<file path="src/rtl/fix_ari_mac.sv">
// fix_ari_mac: 3-stage pipelined signed fixed-point multiply / multiply-accumulate
// with selectable rounding, output saturation and a sticky accumulator overflow flag.
module fix_ari_mac #(
    parameter int WIDTH = 16,
    parameter int FRAC  = 8,
    parameter int GUARD = 8,
    localparam int ACC_W = 2 * WIDTH + GUARD
) (
    input  logic             clk,
    input  logic             rst,
    input  logic             in_valid,
    output logic             in_ready,
    input  logic [WIDTH-1:0] in_data1,
    input  logic [WIDTH-1:0] in_data2,
    input  logic             in_mac,
    input  logic             in_clr,
    input  logic [1:0]       in_rnd,
    output logic             out_valid,
    input  logic             out_ready,
    output logic [WIDTH-1:0] out_data,
    output logic [ACC_W-1:0] out_full,
    output logic             out_sat,
    output logic             acc_ovf
);
    localparam logic signed [ACC_W:0] ONE  = (ACC_W+1)'(1);
    localparam logic signed [ACC_W:0] HALF = ONE <<< (FRAC - 1);
    localparam logic signed [ACC_W:0] HI   = {{(ACC_W-WIDTH+2){1'b0}}, {(WIDTH-1){1'b1}}};
    localparam logic signed [ACC_W:0] LO   = {{(ACC_W-WIDTH+2){1'b1}}, {(WIDTH-1){1'b0}}};

    logic                      adv;
    logic                      v1_q, mac1_q, clr1_q;
    logic [1:0]                rnd1_q;
    logic signed [WIDTH-1:0]   a1_q, b1_q;
    logic                      v2_q, mac2_q, clr2_q;
    logic [1:0]                rnd2_q;
    logic signed [2*WIDTH-1:0] prod2_q, prod2_d;
    logic signed [ACC_W-1:0]   prod_ext, acc_q, acc_d, v_d, out_full_q;
    logic signed [ACC_W:0]     sum, rnd_add, rnd_sum, rnd_val;
    logic                      acc_clip, acc_ovf_q, acc_ovf_d;
    logic                      out_valid_q, out_sat_q, out_sat_d;
    logic [WIDTH-1:0]          out_data_q, out_data_d;

    // The whole pipeline moves as one; a stalled output freezes every stage.
    assign adv      = !out_valid_q || out_ready;
    assign in_ready = adv;
    assign prod2_d  = (2*WIDTH)'(a1_q) * (2*WIDTH)'(b1_q);

    always_comb begin
        prod_ext   = ACC_W'(prod2_q);
        sum        = (ACC_W+1)'(acc_q) + (ACC_W+1)'(prod_ext);
        acc_clip   = sum[ACC_W] ^ sum[ACC_W-1];
        acc_d      = clr2_q ? prod_ext
                   : acc_clip ? {sum[ACC_W], {(ACC_W-1){~sum[ACC_W]}}} : sum[ACC_W-1:0];
        v_d        = mac2_q ? acc_d : prod_ext;
        // Rounding runs one bit wider than the accumulator so the bias add cannot wrap.
        rnd_add    = rnd2_q == 2'b01 ? HALF
                   : rnd2_q == 2'b10 ? HALF - ONE + (ACC_W+1)'(v_d[FRAC]) : '0;
        rnd_sum    = (ACC_W+1)'(v_d) + rnd_add;
        rnd_val    = rnd_sum >>> FRAC;
        out_sat_d  = rnd_val > HI || rnd_val < LO;
        out_data_d = rnd_val > HI ? HI[WIDTH-1:0]
                   : rnd_val < LO ? LO[WIDTH-1:0] : rnd_val[WIDTH-1:0];
        acc_ovf_d  = !clr2_q && (acc_ovf_q || acc_clip);
    end

    always_ff @(posedge clk) begin
        if (rst) begin
            v1_q    <= 1'b0;
            mac1_q  <= 1'b0;
            clr1_q  <= 1'b0;
            rnd1_q  <= '0;
            a1_q    <= '0;
            b1_q    <= '0;
            v2_q    <= 1'b0;
            mac2_q  <= 1'b0;
            clr2_q  <= 1'b0;
            rnd2_q  <= '0;
            prod2_q <= '0;
        end else if (adv) begin
            v1_q    <= in_valid;
            mac1_q  <= in_mac;
            clr1_q  <= in_clr;
            rnd1_q  <= in_rnd;
            a1_q    <= in_data1;
            b1_q    <= in_data2;
            v2_q    <= v1_q;
            mac2_q  <= mac1_q;
            clr2_q  <= clr1_q;
            rnd2_q  <= rnd1_q;
            prod2_q <= prod2_d;
        end
    end

    always_ff @(posedge clk) begin
        if (rst) begin
            out_valid_q <= 1'b0;
            out_data_q  <= '0;
            out_full_q  <= '0;
            out_sat_q   <= 1'b0;
            acc_q       <= '0;
            acc_ovf_q   <= 1'b0;
        end else if (adv) begin
            out_valid_q <= v2_q;
            if (v2_q) begin
                out_data_q <= out_data_d;
                out_full_q <= v_d;
                out_sat_q  <= out_sat_d;
            end
            if (v2_q && mac2_q) begin
                acc_q     <= acc_d;
                acc_ovf_q <= acc_ovf_d;
            end
        end
    end

    assign out_valid = out_valid_q;
    assign out_data  = out_data_q;
    assign out_full  = out_full_q;
    assign out_sat   = out_sat_q;
    assign acc_ovf   = acc_ovf_q;
endmodule
</file>
<file path="config.mk">
export PLATFORM = sky130hd
export DESIGN_NAME = fix_ari_mac
export DESIGN_NICKNAME = d
export VERILOG_FILES = /design/src/rtl/fix_ari_mac.sv
export SDC_FILE = /design/constraint.sdc
export NUM_CORES = 1
export LEC_CHECK = 0
export CAP_MARGIN = 25
export CORE_MARGIN = 3
export CORE_UTILIZATION = 38
export DETAILED_ROUTE_END_ITERATION = 8
export MAX_ROUTING_LAYER = met4
export PLACE_DENSITY_LB_ADDON = 0.2
export SLEW_MARGIN = 20
export SYNTH_ARGS = -nofsm -noshare
export SYNTH_HDL_FRONTEND = slang
export SYNTH_SLANG_ARGS = --single-unit
</file>
<file path="constraint.sdc">
create_clock -name clk -period 19 [get_ports clk]
set_clock_uncertainty 0.2 [all_clocks]
set_input_delay 5.7 -clock clk [delete_from_list [all_inputs] [get_ports clk]]
set_output_delay 5.7 -clock clk [all_outputs]
set_load 0.005 [all_outputs]
</file>
==> results of run 1 <==
state kept, by name, summed over array words and instances, names as in the netlist:
register   flops
rnd1_q         2
out_full      40
v1_q           1
acc_ovf        1
clr1_q         1
v2_q           1
out_data      16
mac1_q         1
clr2_q         1
rnd2_q         2
a1_q          16
mac2_q         1
acc_q         40
out_sat        1
b1_q          16
out_valid      1
prod2_q       32
per-layer routing:
layer | wire [um] | up-vias
li1 | - | 8077
met1 | 27400 | 8566
met2 | 28800 | 422
met3 | 3740 | 56
met4 | 940 | 0
met5 | 0 | -
power groups by stage:
stage	clock network, W	logic, W	registers (W)
finish	0.000372	0.000969	0.000462
global route	0.000397	0.00111	0.000467
CTS	0.000384	0.000978	0.000462
detailed placement	0	0.000970	0.000470
global placement	0	0.000955	0.000470
floorplan	0	0.000747	0.000435
final timing paths:
kind	start	endpoint	slack (ns)	cells after the start
worst min-delay path	rnd1_q[0]	rnd1_q[0]	0.25	2
worst min register to register	rnd1_q[0]	rnd1_q[0]	0.25	2
worst max register to register	b1_q[6]	prod2_q[30]	10.89	24
worst max-delay path	out_ready	in_ready	5.53	5
kinds of logic (layout without fill, tap and decap cells):
kind of cell | Yosys count | after routing | synth area share, %
muxes | 10 | 10 | 0.511
xor gates and xnor gates | 77 | 77 | 3.36
adders and majority gates | 386 | 386 | 33.9
and+or+nand+nor | 863 | 863 | 19.9
DFF | 173 | 173 | 17.3
buffers and inverters | 445 | 464 | 8.47
AOI/OAI and AO/OA | 510 | 510 | 16.6
cell usage in the layout, fill, tap and decap left out, types with 8 or more instances in the layout:
cell               n
nand2_1          434
ha_1             123
nand3_1           35
nand4_1           15
o21ai_1            9
nand2b_1          24
nor3_1            43
a211oi_1          33
clkbuf_16         17
o21ai_0           85
a311oi_1          12
clkdlybuf4s50_1   98
fa_1             263
nor2_1           129
o31ai_1            8
a31oi_1           11
and2_1           108
o211ai_1          27
buf_4             22
and3_1            13
xnor2_1           53
a21oi_1          200
inv_1            308
or3_1             12
a21o_1            29
xor2_1            24
dfxtp_1          172
o21a_1            14
mux2i_1            8
worst min-delay path, delay by kind of cell, from the launching register on:
family / cells / cell delay, ns
flip-flops: 1 / 0.31
AND/OR/NAND/NOR: 1 / 0.05
AO/OA/AOI/OAI: 1 / 0.05
stage by stage:
stage               cell area, sq um  setup slack, ns  power [W]  hold slack, ns
finish                         22200             5.53    0.00180           0.253
CTS                            22200             5.50    0.00182           0.255
global placement               21500             5.49    0.00142           0.233
global route                   22200             5.43    0.00197           0.276
floorplan                      20100             6.62    0.00118           0.232
detailed placement             21600             5.51    0.00144           0.245
synth_stat cells (all sizes together) (5+ instances only):
cell	n	area (sq um)
nand2b	24	150
mux2i	8	80.1
fa	263	5270
and3	14	87.6
clkbuf	117	439
a21oi	201	1010
o211a	7	70.1
nor3	44	231
xnor2	53	464
o21a	14	105
o21ai	95	475
or2	7	43.8
o221ai	5	43.8
or3	12	75.1
nor2	130	490
a211oi	35	273
a31o	5	43.8
nand2	434	1630
nand3	37	210
a21o	29	218
a311oi	12	105
dfxtp	173	3460
buf	18	97.6
nand4	16	106
o211ai	30	240
nand3b	5	37.5
ha	123	1540
and2	110	688
xor2	24	210
a31oi	11	68.8
a21boi	5	37.5
nor2b	8	50.1
or4	5	45.0
o31ai	9	72.6
inv	310	1160
area by class of cell:
cell class / instances / area [sq um] / area share [%]
clock inverter: 15 / 191 / 0.863
timing repair buffer: 122 / 1160 / 5.21
sequential: 173 / 3460 / 15.6
multi-input combinational: 1846 / 14900 / 67.3
clock buffer: 17 / 425 / 1.92
inverter: 310 / 1160 / 5.25
tap: 680 / 851 / 3.84
==> out/metrics.cfg, run 1 <==
[run_status]
status=completed

[clock_tree]
htree_levels=4
cts-root-buf=clkbuf_16
clk_latency_ns=0.50
cts_resized=0
cts.sinks=173
clkTransAtPathRegs_ns=0.08
clockBufferDepth=2
numCtsBuffers=17
cts_tree=built
cts_hold_buf=0
cts_setup_buffers=0

[floorplan]
placementRows=83
fp.dieArea_sq_um=55600
initial_core_util_pct=38.7
die_w_um=236
boundaryPins=100
die_h_um=236
core_area_sq_um=51800

[placement]
gp_congestion=0.925
dp_hpwl_mm=47.3
io_buffers=99
dp.cells=3131

[sta]
final.period_utilization_pct=70.9
tns_ns=0
rsz0062_at_grt=no
min_period_ns=13.47
fmax_mhz=74.3
drv_slew=0
finalSetupViolCount=0
tightest_slew_ns=1.09
max_slew_margin_pct=26.8
hold_viol_final=0

[pwr]
combPwrFrac_pct=53.7
cell_internal_pwr_w=0.000980
p_sw_share_pct=45.6
ir_worst_vdd_mv=0.0580
p_leak_nw=9.99
power.density_nw_per_um2=81.3
seqPwrFrac_pct=25.6
power.switching_w=0.000823
clockPowerShare_pct=20.6

[layout]
fillers=5099
fin_cells=3163
nNetsFinal=2896
diodes=0
layout-drive-gt1-share_pct=4.31
fin_util_pct=42.8
area_delta_synth_final_pct=10.5

[global_routing]
grt_util_met2_pct=36.8
grt_remaining_overflow=0
grt_pass1_wl_mm=98.5
grt_pass1_vias=17700
grt_max_degree=87
grtUsageMet1_pct=30.4
grt_usage_pct=23.1
antenna_found_initial=0
busiest_layer=met2
use_met3_pct=4.70

[critical_path]
crit_buf_inv=4
crit_slowest_cell=buf_4
critPathLaunchType=input port
crit_arrival_ns=7.57
crit_path_frequent_cell=clkdlybuf4s50_1
worstPathRequired_ns=13.10
cp_slowest_stage_delay_ns=0.65
crit_family=buffers and inverters
end_kind=output pin
crit_fanout=79
crit_chain=clkdlybuf4s50_1 > nor2b_4 > buf_4 > inv_2 > clkdlybuf4s50_1
worstSetupPathType=in2out

[yosys]
syn-instance-count=2464
syn_area_sq_um=20100
synthFlopType=dfxtp_1
ys_ff_latch=173
async_flop_share_pct=0
ys_types=86
synth_edf_count=0
synth_area_per_cell_sq_um=8.15
synth_warnings=0
ys_seq_area_share_pct=17.3
synth_nets=2890

[detailed_routing]
drt_iter0_markers=1296
viasPerCell=5.41
firstDrtPassIters=5
via_count=17100
avgRoutedWirePerCell_um=19.2
antenna_left=0
drt_wl_total_mm=60.9
drc_errors=0

[job]
drv_cap=0

[hold_path]
hold_path.class=reg2reg

Note: power is estimated with default switching activity, not from simulation.
==> run 2, diff against run 1 <==
==> constraint.sdc (replaced) <==
create_clock -name clk -period 13.2 [get_ports clk]
set_clock_uncertainty 0.2 [all_clocks]
set_input_delay 3.96 -clock clk [delete_from_list [all_inputs] [get_ports clk]]
set_output_delay 3.96 -clock clk [all_outputs]
set_load 0.005 [all_outputs]
==> out/metrics.cfg, run 2 (synthesis results as in run 1) <==
[pwr]
ir_worst_vdd_mv=0.108  ; was 0.0580 mV
power_w=0.00260  ; was 0.00180 W
power.switching_w=0.00119  ; was 0.000823 W
p_leak_nw=9.98  ; was 9.99 nW
seqPwrFrac_pct=25.7  ; was 25.6%
p_sw_share_pct=45.8  ; was 45.6%
power.density_nw_per_um2=117  ; was 81.3 nW/um^2
clockPowerShare_pct=20.4  ; was 20.6%
cell_internal_pwr_w=0.00141  ; was 0.000980 W
combPwrFrac_pct=53.9  ; was 53.7%

[placement]
dp_hpwl_mm=48.0  ; was 47.3 mm
dp.cells=3128  ; was 3,131
io_buffers=99  ; unchanged
gp_congestion=0.915  ; was 0.925
postPlaceCellArea_sq_um=21500  ; was 21,600 sq um

[global_routing]
grt_remaining_overflow=0  ; unchanged
grt_usage_pct=23.6  ; was 23.1%
grt_pass1_vias=17900  ; was 17,700
grt_pass1_wl_mm=101  ; was 98.5 mm
antenna_found_initial=0  ; unchanged
grt_max_degree=92  ; was 87

[clock_tree]
cts_resized=0  ; unchanged
cts_setup_buffers=0  ; unchanged
cts.sinks=173  ; unchanged
clk_latency_ns=0.51  ; was 0.50 ns
htree_levels=4  ; unchanged
clkTransAtPathRegs_ns=0.08  ; about the same
cts_tree=built  ; unchanged
cts-root-buf=clkbuf_16  ; unchanged
cts_hold_buf=0  ; unchanged
numCtsBuffers=17  ; unchanged
clockBufferDepth=2  ; unchanged

[detailed_routing]
antenna_left=0  ; unchanged
firstDrtPassIters=6  ; was 5
drt_wl_total_mm=61.9  ; was 60.9 mm
drc_errors=0  ; unchanged
viasPerCell=5.47  ; was 5.41
avgRoutedWirePerCell_um=19.6  ; was 19.2 um
via_count=17300  ; was 17,100
drt_iter0_markers=1240  ; was 1,296

[critical_path]
crit_fanout=79  ; unchanged
critPathLaunchType=input port  ; unchanged
worstPathRequired_ns=9.04  ; was 13.10 ns
crit_arrival_ns=5.82  ; was 7.57 ns
worstSetupPathType=in2out  ; unchanged
end_kind=output pin  ; unchanged

[sta]
rsz0062_at_grt=no  ; unchanged
fmax_mhz=100
hold_viol_final=0  ; unchanged
final.period_utilization_pct=75.6
drv_slew=0  ; unchanged
tns_ns=0  ; unchanged
finalSetupViolCount=0  ; unchanged
max_slew_margin_pct=26.5  ; was 26.8%
min_period_ns=9.98
tightest_slew_ns=1.09  ; about the same

[floorplan]
fp.dieArea_sq_um=55600  ; unchanged
boundaryPins=100  ; unchanged
die_h_um=236  ; unchanged
placementRows=83  ; unchanged
initial_core_util_pct=38.7  ; unchanged
die_w_um=236  ; unchanged
core_area_sq_um=51800  ; unchanged

[layout]
layout-drive-gt1-share_pct=4.35  ; was 4.31%
layout_common_cells=nand2_1 (434), inv_1 (308), fa_1 (263)  ; unchanged
fin_cells=3164  ; was 3,163
fin_util_pct=42.8  ; about the same
diodes=0  ; unchanged
final_common_cell=nand2_1  ; unchanged
nNetsFinal=2897  ; was 2,896
fillers=5261  ; was 5,099
area_delta_synth_final_pct=10.4  ; was 10.5%
fin_area_sq_um=22200  ; about the same

[run_status]
status=completed  ; unchanged

[job]
drv_cap=0  ; unchanged

[hold_path]
hold_path.class=reg2reg  ; unchanged

## run 2: cell count changes in the layout (fill, tap and decap cells not counted), moves of 2 or more
cell,previous run,this run
clkinvlp_4,0,2
clkinv_8,7,1
inv_8,3,5
buf_2,2,0
o21ai_1,9,6
o21ai_0,85,88
## run 2: layer usage
metal	routed length, um	vias to the layer above	GRT usage, %
li1	-	8093	-
met4	1140	0	6.27
met5	0	-	-
met2	29000	393	37.1
met1	29000	8746	32.0
met3	2710	72	3.25
## run 2: power groups by stage
stage	clock network (W)	logic (W)	registers (W)
global route	0.000560	0.00160	0.000676
finish	0.000529	0.00140	0.000668
global placement	0	0.00138	0.000678
CTS	0.000546	0.00141	0.000667
floorplan	0	0.00107	0.000626
detailed placement	0	0.00140	0.000680
## run 2: through the flow
| stage | hold WS (ns) | worst slack (ns) |
|---|---|---|
| floorplan | 0.232 | 4.30 |
| global placement | 0.242 | 3.19 |
| detailed placement | 0.245 | 3.20 |
| CTS | 0.256 | 3.19 |
| global route | 0.270 | 3.07 |
| finish | 0.253 | 3.22 |
## run 2: cell type report
cell class,count,area [sq um],share of cell area (%)
timing repair buffer,123,1190,5.35
inverter,310,1160,5.25
sequential,173,3460,15.6
clock buffer,17,425,1.92
multi-input combinational,1846,14900,67.3
tap,680,851,3.84
clock inverter,15,149,0.672
## run 2: worst max-delay path, stage by stage
cell and delay (ns):
clkdlybuf4s50_1 0.45, nor2b_4 0.12, buf_4 0.68, inv_2 0.06, clkdlybuf4s50_1 0.51
## run 2: path summary, 6_finish.rpt
check / end / from / cells after the start / slack [ns]
worst max register to register: prod2_q[30] / a1_q[5] / 24 / 5.18
worst max-delay path: in_ready / out_ready / 5 / 3.22
worst min register to register: clr2_q / clr1_q / 2 / 0.25
worst min-delay path: clr2_q / clr1_q / 2 / 0.25
